## config.mk

```make
export PLATFORM = sky130hd
export DESIGN_NAME = image_mem_reader_flat
export DESIGN_NICKNAME = d
export VERILOG_FILES = /design/src/rtl/image_mem_reader_pkg.sv /design/src/rtl/image_mem_reader_if.sv /design/src/rtl/image_mem_reader_stream_out_reg.sv /design/src/rtl/image_mem_reader.sv /design/src/flat_wrapper.sv
export SDC_FILE = /design/constraint.sdc
export NUM_CORES = 1
export LEC_CHECK = 0
export ABC_AREA = 1
export CAP_MARGIN = 15
export CORE_ASPECT_RATIO = 1.5
export CORE_MARGIN = 4
export CORE_UTILIZATION = 45
export DETAILED_ROUTE_END_ITERATION = 7
export HOLD_SLACK_MARGIN = 0.02
export PLACE_DENSITY = 0.74
export SKIP_LAST_GASP = 1
export SLEW_MARGIN = 25
export SYNTH_ARGS = -nofsm -noshare
export SYNTH_HDL_FRONTEND = slang
export SYNTH_SLANG_ARGS = --single-unit
```

## constraint.sdc

```tcl
create_clock -name clk -period 4.7 [get_ports clk]
set_input_delay 1.175 -clock clk [delete_from_list [all_inputs] [get_ports clk]]
set_output_delay 1.175 -clock clk [all_outputs]
set_load 0.01 [all_outputs]
```

## src/rtl/image_mem_reader_pkg.sv

```systemverilog
// Shared constants for the image buffer read path.
//   IMG_ADDR_BITS / IMG_DATA_WIDTH / IMG_DEPTH : geometry of the 1024x8 image buffer
//   ST_*                                       : reader FSM state encoding
package image_mem_reader_pkg;

  localparam int IMG_ADDR_BITS  = 10;
  localparam int IMG_DATA_WIDTH = 8;
  localparam int IMG_DEPTH      = 1 << IMG_ADDR_BITS;

  localparam logic [1:0] ST_IDLE   = 2'd0;
  localparam logic [1:0] ST_STREAM = 2'd1;
  localparam logic [1:0] ST_DRAIN  = 2'd2;
  localparam logic [1:0] ST_FINISH = 2'd3;

  // The reader owns the memory address bus only while streaming or draining.
  function automatic logic is_busy_state(input logic [1:0] s);
    return (s == ST_STREAM) || (s == ST_DRAIN);
  endfunction

endpackage

```

## src/rtl/image_mem_reader_if.sv

```systemverilog
// Bundle of command, memory-read and output-stream signals of the image reader.
//   command : start, base_addr, length -> busy, done
//   memory  : mem_addr -> mem_data (combinational read)
//   stream  : out_data/out_valid -> out_ready
// master = the reader, slave = the surrounding system (cmd source, memory, consumer).
interface image_mem_reader_if
  import image_mem_reader_pkg::*;
#(
  parameter int ADDR_BITS  = IMG_ADDR_BITS,
  parameter int DATA_WIDTH = IMG_DATA_WIDTH
) ();

  logic                  start;
  logic [ADDR_BITS-1:0]  base_addr;
  logic [ADDR_BITS:0]    length;
  logic                  busy;
  logic                  done;
  logic [ADDR_BITS-1:0]  mem_addr;
  logic [DATA_WIDTH-1:0] mem_data;
  logic [DATA_WIDTH-1:0] out_data;
  logic                  out_valid;
  logic                  out_ready;

  modport master (
    input  start, base_addr, length, mem_data, out_ready,
    output mem_addr, out_data, out_valid, busy, done
  );

  modport slave (
    output start, base_addr, length, mem_data, out_ready,
    input  mem_addr, out_data, out_valid, busy, done
  );

endinterface

```

## src/rtl/image_mem_reader_stream_out_reg.sv

```systemverilog
// Single-entry valid/ready output register.
//   load/load_data : capture a new byte (only honoured by the caller when can_load)
//   ready          : consumer accept
//   data/valid     : registered output
//   can_load       : register is empty or is being emptied this cycle
// An accepted byte with no replacement load empties the register.
module image_mem_reader_stream_out_reg #(
  parameter int DATA_WIDTH = 8
) (
  input  logic                  clk,
  input  logic                  reset,
  input  logic                  load,
  input  logic [DATA_WIDTH-1:0] load_data,
  input  logic                  ready,
  output logic [DATA_WIDTH-1:0] data,
  output logic                  valid,
  output logic                  can_load
);

  assign can_load = !valid || ready;

  always_ff @(posedge clk) begin
    if (reset) begin
      data  <= '0;
      valid <= 1'b0;
    end else if (load) begin
      data  <= load_data;
      valid <= 1'b1;
    end else if (valid && ready) begin
      valid <= 1'b0;
    end
  end

endmodule

```

## src/rtl/image_mem_reader.sv

```systemverilog
// Image buffer read streamer: on start, walks length bytes from base_addr
// (wrapping modulo depth) and emits them on a valid/ready stream.
//   clk, reset : clock, synchronous active-high reset
//   io         : command, memory read port and output stream (master side)
// mem_addr is the live read pointer, so the combinational memory read always
// presents the byte that the next load will capture.
module image_mem_reader
  import image_mem_reader_pkg::*;
#(
  parameter int ADDR_BITS  = IMG_ADDR_BITS,
  parameter int DATA_WIDTH = IMG_DATA_WIDTH
) (
  input  logic                clk,
  input  logic                reset,
  image_mem_reader_if.master  io
);

  localparam logic [ADDR_BITS-1:0] ADDR_ONE = 1;
  localparam logic [ADDR_BITS:0]   LEN_ONE  = 1;

  logic [1:0]           state;
  logic [ADDR_BITS-1:0] ptr;
  logic [ADDR_BITS:0]   rem;
  logic                 can_load;
  logic                 load;

  assign load        = (state == ST_STREAM) && can_load && (rem != '0);
  assign io.mem_addr = ptr;
  assign io.busy     = is_busy_state(state);
  assign io.done     = (state == ST_FINISH);

  always_ff @(posedge clk) begin
    if (reset) begin
      state <= ST_IDLE;
      ptr   <= '0;
      rem   <= '0;
    end else begin
      case (state)
        ST_IDLE: begin
          if (io.start) begin
            if (io.length != '0) begin
              ptr   <= io.base_addr;
              rem   <= io.length;
              state <= ST_STREAM;
            end else begin
              state <= ST_FINISH;
            end
          end
        end
        ST_STREAM: begin
          if (load) begin
            ptr <= ptr + ADDR_ONE;
            rem <= rem - LEN_ONE;
            if (rem == LEN_ONE) state <= ST_DRAIN;
          end
        end
        ST_DRAIN: begin
          // Last byte is held in the output register until the consumer takes it.
          if (io.out_valid && io.out_ready) state <= ST_FINISH;
        end
        ST_FINISH: state <= ST_IDLE;
        default:   state <= ST_IDLE;
      endcase
    end
  end

  image_mem_reader_stream_out_reg #(.DATA_WIDTH(DATA_WIDTH)) u_out (
    .clk       (clk),
    .reset     (reset),
    .load      (load),
    .load_data (io.mem_data),
    .ready     (io.out_ready),
    .data      (io.out_data),
    .valid     (io.out_valid),
    .can_load  (can_load)
  );

endmodule
```

## src/flat_wrapper.sv

```systemverilog
// flat-port wrapper written by rule: the top's interface ports become plain ports
module image_mem_reader_flat import image_mem_reader_pkg::*;
#(
  parameter int ADDR_BITS  = IMG_ADDR_BITS,
  parameter int DATA_WIDTH = IMG_DATA_WIDTH
)
  (clk, reset, io_start, io_base_addr, io_length, io_mem_data, io_out_ready, io_mem_addr, io_out_data, io_out_valid, io_busy, io_done);
  image_mem_reader_if #(.ADDR_BITS(ADDR_BITS), .DATA_WIDTH(DATA_WIDTH)) io_i ();
  input  logic clk;
  input  logic reset;
  input wire logic [$bits(io_i.start)-1:0] io_start;
  input wire logic [$bits(io_i.base_addr)-1:0] io_base_addr;
  input wire logic [$bits(io_i.length)-1:0] io_length;
  input wire logic [$bits(io_i.mem_data)-1:0] io_mem_data;
  input wire logic [$bits(io_i.out_ready)-1:0] io_out_ready;
  output wire logic [$bits(io_i.mem_addr)-1:0] io_mem_addr;
  output wire logic [$bits(io_i.out_data)-1:0] io_out_data;
  output wire logic [$bits(io_i.out_valid)-1:0] io_out_valid;
  output wire logic [$bits(io_i.busy)-1:0] io_busy;
  output wire logic [$bits(io_i.done)-1:0] io_done;
  assign io_i.start = io_start;
  assign io_i.base_addr = io_base_addr;
  assign io_i.length = io_length;
  assign io_i.mem_data = io_mem_data;
  assign io_i.out_ready = io_out_ready;
  assign io_mem_addr = io_i.mem_addr;
  assign io_out_data = io_i.out_data;
  assign io_out_valid = io_i.out_valid;
  assign io_busy = io_i.busy;
  assign io_done = io_i.done;
  image_mem_reader #(.ADDR_BITS(ADDR_BITS), .DATA_WIDTH(DATA_WIDTH)) u_core (.clk(clk), .reset(reset), .io(io_i));
endmodule
```

# After elaboration in Yosys (flattened, before gate mapping)
# Index checks and enable logic that the tools add are counted.
# totals
wordCells	45
regBits	32
out_inout_bits	21
input_bits	33
# op_classes
eq_ne	9
n_mux	16
addsub	2
reduce_logical	13
# ops
cell	count
$mux 11	3
$mux 10	3
$pmux 11 s2	1
$reduce_bool 11->1	2
$pmux 10 s2	1
$eq 11x1->1 const B	1
$sub 11x1->11 const B	1
$add 10x1->10 const B	1
$mux 2	5
$pmux 2 s4	1
$reduce_and 4->1	2
$ne 2x2->1 const B	3
$eq 2x2->1 const B	2
$ne 2x1->1 const B	2
$reduce_bool 2->1	2
$logic_and 1x1->1	3
$eq 2x1->1 const B	1
$logic_not 2->1	1
$logic_or 1x1->1	2
$mux 1	2
$logic_not 1->1	1

# Depth between registers and ports, before layout
# logic_depth
word_depth	6
depth_mapped	12

# Cells and area by module
# Synthesis repeated with hierarchy kept, for this count alone.
# unflattened
hier_cells	348
hier_area_um2	2082.0
# modules_own_cells
module	instances	cells_per_inst	area_each_um2
image_mem_reader	1	310	1778.0
image_mem_reader_stream_out_reg	1	38	304.0

# Least setup slack after synthesis
# OpenSTA, ideal clock, no wires.
# synth_path
path_kind	input port to flip-flop
from	in io_length[3]
to	reg u_core.rem[0]
path_buffers	1
cell_stages	8
path_slack_ns	2.504
t_arrival_ns	2.083
cell_sequence	or2_0 nor2_2 nand3_4 nand3_4 buf_6 nand2_1 nand2_1 nor2_1
# synth_between
elab_chain_len	3
# synth_lines
item	line	text
start, declared	flat_wrapper.sv:13	input wire logic [$bits(io_i.length)-1:0] io_length;
$reduce_bool 11->1	image_mem_reader.sv:41	if (io.length != '0) begin
$ne 2x1->1 (no source line)	--	
$reduce_and 4->1 (no source line)	--	
end signal, assigned	image_mem_reader.sv:43	rem <= io.length;
end signal, assigned	image_mem_reader.sv:53	rem <= rem - LEN_ONE;
end, declared	image_mem_reader.sv:23	logic [ADDR_BITS:0] rem;
# Every way passes these cells.
# A chain may end at the register's enable or synchronous reset.

# Worst setup path after layout
# layout_path
from	reg u_core.state[0]
to	out io_busy
# layout_between
elab_chain_len	2
elab_cells_between_ends	3
classes_between	eq/ne (2); reduce/logical (1)
# layout_lines
item	line	text
start, declared	image_mem_reader.sv:21	logic [1:0] state;
start signal, assigned	image_mem_reader.sv:34	state <= ST_IDLE;
start signal, assigned	image_mem_reader.sv:44	state <= ST_STREAM;
start signal, assigned	image_mem_reader.sv:46	state <= ST_FINISH;
$eq 2x1->1 / $eq 2x2->1 (equally long branches)	image_mem_reader_pkg.sv:17	return (s == ST_STREAM) || (s == ST_DRAIN);
$logic_or 1x1->1 *	image_mem_reader_pkg.sv:17	
end, declared	flat_wrapper.sv:19	output wire logic [$bits(io_i.busy)-1:0] io_busy;
# Every way passes the cells marked *; elsewhere a longest branch is shown, timed or not.

==> metrics.txt <==
# TYPE chip_impl_metric gauge
chip_impl_info{name="worst_hold_startpoint",value="u_core.u_out.data[0]"} 1
chip_impl_metric{name="critical_path.max_stage_delay",unit="ns"} 0.54
chip_impl_metric{name="antenna_violating_nets_post_route",unit=""} 0
chip_impl_metric{name="antenna_found_initial",unit=""} 0
chip_impl_metric{name="ios",unit=""} 54
chip_impl_metric{name="power.ir.vdd_worst",unit="uV"} 389.3
chip_impl_metric{name="finish.utilization",unit=""} 0.6058
chip_impl_metric{name="cts_setup_buffers",unit=""} 0
chip_impl_metric{name="drt-initial-drc-count",unit=""} 99
chip_impl_metric{name="clk_pin_slew",unit="ns"} 0.07
chip_impl_metric{name="cts-resized-gates",unit=""} 0
chip_impl_metric{name="seq_power_share",unit=""} 0.270
chip_impl_metric{name="post_synth_num_cell_types",unit=""} 28
chip_impl_metric{name="detailedRoute.firstPassIterationCount",unit=""} 4
chip_impl_metric{name="die-area",unit="sq mm"} 0.005895
chip_impl_metric{name="routedWlPerCell",unit="um"} 10.97
chip_impl_info{name="source_of_the_worst_register_to_register_timing_path",value="u_core.state[1]"} 1
chip_impl_metric{name="pwr-share-clk",unit=""} 0.115
chip_impl_metric{name="globalplace.congestion",unit=""} 0.8935
chip_impl_metric{name="drive_above_1_share",unit=""} 0.06030
chip_impl_metric{name="switching_share",unit=""} 0.4830
chip_impl_metric{name="dp_hpwl",unit="mm"} 3.748
chip_impl_metric{name="internal-power",unit="uW"} 957.8
chip_impl_info{name="worst_setup_path_startpoint",value="u_core.state[0]"} 1
chip_impl_metric{name="antennaDiodeCount",unit=""} 0
chip_impl_metric{name="comb_power_share",unit=""} 0.616
chip_impl_info{name="rsz0062_at_grt",value="false"} 1
chip_impl_metric{name="core_area",unit="sq mm"} 0.004542
chip_impl_metric{name="max_freq",unit="GHz"} 0.3592
chip_impl_metric{name="final.period_utilization",unit=""} 0.5923
chip_impl_metric{name="clkLatencyLatePin",unit="ns"} 0.29
chip_impl_metric{name="synth.net_count",unit=""} 388
chip_impl_metric{name="power_dissipated_by_switching_net_loads",unit="uW"} 894.8
chip_impl_metric{name="gr-total-overflow",unit=""} 0
chip_impl_metric{name="final.setup.tns",unit="ns"} 0
chip_impl_metric{name="grt_pass1_vias",unit=""} 2036
chip_impl_metric{name="slew_worst_pin",unit="ns"} 0.7359
chip_impl_metric{name="seq_area_frac_synth",unit=""} 0.3022
chip_impl_metric{name="cp_data_arrival_time",unit="ns"} 1.61
chip_impl_metric{name="static-leakage-power",unit="uW"} 0.001305
chip_impl_metric{name="cts_made_buffers",unit=""} 5
chip_impl_metric{name="filler_cell_count",unit=""} 444
chip_impl_metric{name="routed_via_density",unit=""} 4.807
chip_impl_metric{name="total_via_count_in_the_routed_design",unit=""} 2221
chip_impl_metric{name="cts.sinks",unit=""} 32
chip_impl_metric{name="synthCells",unit=""} 347
chip_impl_metric{name="htree_num_levels",unit=""} 2
chip_impl_metric{name="netlist_area",unit="sq mm"} 0.002120
chip_impl_info{name="run_status",value="finished clean"} 1
chip_impl_info{name="critical_path_startpoint_category",value="flop"} 1
chip_impl_metric{name="die-width",unit="um"} 64.04
chip_impl_metric{name="report.final.slew_viol_count",unit=""} 0
chip_impl_info{name="worstPathCellList",value="inv_1 > ha_1 > clkdlybuf4s50_1"} 1
chip_impl_info{name="timing.setup.critical_path_class",value="flop to output pin"} 1
chip_impl_metric{name="yosys_register_bits",unit=""} 32
chip_impl_metric{name="relSlewSlack",unit=""} 0.5064
chip_impl_metric{name="largest_net_degree_at_the_start_of_global_routing",unit=""} 35
chip_impl_metric{name="syn_area_per_cell",unit="sq um"} 6.108
chip_impl_metric{name="maxCapViolCount",unit=""} 0
chip_impl_metric{name="critical_path_buf_inv_count",unit=""} 2
chip_impl_metric{name="yosys_warnings",unit=""} 0
chip_impl_metric{name="drc",unit=""} 0
chip_impl_info{name="timing.hold.worst.class",value="flop to flop"} 1
chip_impl_info{name="end_kind",value="output pin"} 1
chip_impl_info{name="crit_slowest_cell",value="sky130_fd_sc_hd__clkdlybuf4s50_1"} 1
chip_impl_metric{name="track_usage",unit=""} 0.1800
chip_impl_metric{name="nNetsFinal",unit=""} 438
chip_impl_metric{name="floorplan.initialDensity",unit=""} 0.4667
chip_impl_metric{name="io_buffer_count",unit=""} 53
chip_impl_metric{name="final-hold-violation-count",unit=""} 0
chip_impl_metric{name="final-setup-viol-count",unit=""} 0
chip_impl_metric{name="final_wl",unit="mm"} 5.068
chip_impl_metric{name="area_growth_syn_to_layout",unit="%"} 29.81
chip_impl_metric{name="power_per_cell_area",unit="mW/mm^2"} 673.3
chip_impl_metric{name="critPathRequiredTime",unit="ns"} 3.52
chip_impl_metric{name="cts_hold_buffers",unit=""} 0
chip_impl_metric{name="clk_path_buf_depth",unit=""} 2
chip_impl_info{name="crit_path_leading_delay_family",value="buffers and inverters"} 1
chip_impl_metric{name="die-height",unit="um"} 92.06
chip_impl_metric{name="finalClockSkew",unit="ns"} 0.004503
chip_impl_metric{name="grt_pass1_wl",unit="mm"} 8.452
chip_impl_metric{name="num_rows",unit=""} 30
chip_impl_info{name="cts_tree",value="yes"} 1
chip_impl_info{name="buffer_cell_driving_the_clock_tree_root",value="sky130_fd_sc_hd__clkbuf_8"} 1
chip_impl_metric{name="critical_path_peak_fanout",unit=""} 4
chip_impl_metric{name="post-route-min-period",unit="ns"} 2.784
-- state kept, by name, indices dropped and copies added (netlist names) --
| signal | count |
|---|---|
| u_core.io.mem_addr | 10 |
| u_core.u_out.valid | 1 |
| u_core.rem | 11 |
| u_core.u_out.data | 8 |
| u_core.state | 2 |
-- per-stage QoR --
stage          worst slack, ns  area [sq um]  total power (uW)  cells  hold WS, ns
3_3_place_gp             1.773          2664              1633    454       0.4638
2_1_floorplan            2.504          2120              1352    347       0.4815
5_1_grt                  1.824          2751              2053    462       0.5078
6_report                 1.916          2751              1853    462       0.4877
3_5_place_dp             1.705          2664              1647    454       0.4767
4_1_cts                  1.899          2751              1867    462       0.4918
-- Yosys cell counts --
cell	n	area (sq um)
sky130_fd_sc_hd__nand2_1	102	382.9
sky130_fd_sc_hd__nor2_1	76	285.3
sky130_fd_sc_hd__inv_1	36	135.1
sky130_fd_sc_hd__dfxtp_1	32	640.6
sky130_fd_sc_hd__o21ai_0	22	110.1
sky130_fd_sc_hd__nand3_1	17	85.08
sky130_fd_sc_hd__nand4_1	11	68.82
sky130_fd_sc_hd__ha_1	8	100.1
sky130_fd_sc_hd__a21oi_1	7	35.03
sky130_fd_sc_hd__buf_6	4	45.04
sky130_fd_sc_hd__clkbuf_1	4	15.01
sky130_fd_sc_hd__inv_2	3	11.26
sky130_fd_sc_hd__nand2_2	3	18.77
sky130_fd_sc_hd__o31ai_1	3	22.52
sky130_fd_sc_hd__buf_2	2	10.01
sky130_fd_sc_hd__nand3_2	2	20.02
sky130_fd_sc_hd__nand3_4	2	35.03
sky130_fd_sc_hd__nor2_2	2	12.51
sky130_fd_sc_hd__xor2_1	2	17.52
sky130_fd_sc_hd__a31oi_1	1	6.260
sky130_fd_sc_hd__and2_1	1	6.260
sky130_fd_sc_hd__buf_1	1	3.750
sky130_fd_sc_hd__clkinv_1	1	3.750
sky130_fd_sc_hd__nor2_4	1	11.26
sky130_fd_sc_hd__o21ai_4	1	16.27
sky130_fd_sc_hd__or2_0	1	6.260
sky130_fd_sc_hd__or2_2	1	6.260
sky130_fd_sc_hd__xnor2_1	1	8.760
-- cell usage in the layout (no fill, tap or decap) --
master	Yosys	layout
sky130_fd_sc_hd__nand2_1	102	102
sky130_fd_sc_hd__nor2_1	76	76
sky130_fd_sc_hd__clkdlybuf4s50_1	0	53
sky130_fd_sc_hd__inv_1	36	36
sky130_fd_sc_hd__dfxtp_1	32	32
sky130_fd_sc_hd__o21ai_0	22	22
sky130_fd_sc_hd__nand3_1	17	17
sky130_fd_sc_hd__nand4_1	11	11
sky130_fd_sc_hd__ha_1	8	8
sky130_fd_sc_hd__a21oi_1	7	7
sky130_fd_sc_hd__clkbuf_8	0	5
sky130_fd_sc_hd__nand2_2	3	3
sky130_fd_sc_hd__inv_2	3	3
sky130_fd_sc_hd__o31ai_1	3	3
sky130_fd_sc_hd__nor2_2	2	2
sky130_fd_sc_hd__nand3_2	2	2
sky130_fd_sc_hd__nand3_4	2	2
sky130_fd_sc_hd__xor2_1	2	2
sky130_fd_sc_hd__clkinv_2	0	2
sky130_fd_sc_hd__nor2_4	1	1
sky130_fd_sc_hd__or2_0	1	1
sky130_fd_sc_hd__o21ai_4	1	1
sky130_fd_sc_hd__clkinv_1	1	1
sky130_fd_sc_hd__a31oi_1	1	1
sky130_fd_sc_hd__xnor2_1	1	1
sky130_fd_sc_hd__or2_2	1	1
sky130_fd_sc_hd__and2_1	1	1
sky130_fd_sc_hd__clkinv_4	0	1
sky130_fd_sc_hd__buf_4	0	1
-- final timing paths --
kind | to | slack, ns | cells after the start
setup reg to reg | u_core.io.mem_addr[8] | 2.24 | 11
hold reg to reg | u_core.u_out.data[0] | 0.49 | 2
hold / removal | u_core.u_out.data[0] | 0.49 | 2
setup / recovery | io_busy | 1.92 | 3
-- power groups by stage --
stage               Combinational, uW  Sequential, uW  Clock, uW
finish                           1140             500        212
global route                     1310             518        228
CTS                              1150             500        217
detailed placement               1140             504          0
global placement                 1130             504          0
floorplan                         837             515          0
-- kinds of logic (layout without fill, tap and decap cells) --
kind of cell,after synthesis,in the layout,share of synthesized area
AO/OA/AOI/OAI,34,34,0.08973
flip-flops,32,32,0.3022
buffers and inverters,51,102,0.1057
AND/OR/NAND/NOR,219,219,0.4427
XOR/XNOR,3,3,0.01240
adder cells (fa/ha/maj),8,8,0.04723
-- final cells by class --
class                   count  area [sq um]  share of cell area
well taps                  64         80.08             0.02910
clock buffers               5         68.82             0.02501
inverters                  40         150.1             0.05457
flip-flops and latches     32         640.6              0.2328
multi-input cells         264          1255              0.4561
clock inverters             3         18.77            0.006821
repair buffers             54         538.0              0.1955
-- worst min-delay path: stages (launching register included) --
cell and delay (ns):
sky130_fd_sc_hd__dfxtp_1 0.33, sky130_fd_sc_hd__nor2_1 0.05, sky130_fd_sc_hd__nor2_1 0.08
-- metal layers --
layer / wire length [um] / share of wire / vias up / GRT usage
li1: - / - / 1180 / -
met1: 2043 / 0.40 / 979 / 0.1823
met2: 2619 / 0.52 / 56 / 0.3330
met3: 326 / 0.064 / 6 / 0.05760
met4: 78 / 0.015 / 0 / 0.06847
met5: 0 / 0 / - / 0
Note: power is estimated with default switching activity, not from simulation.
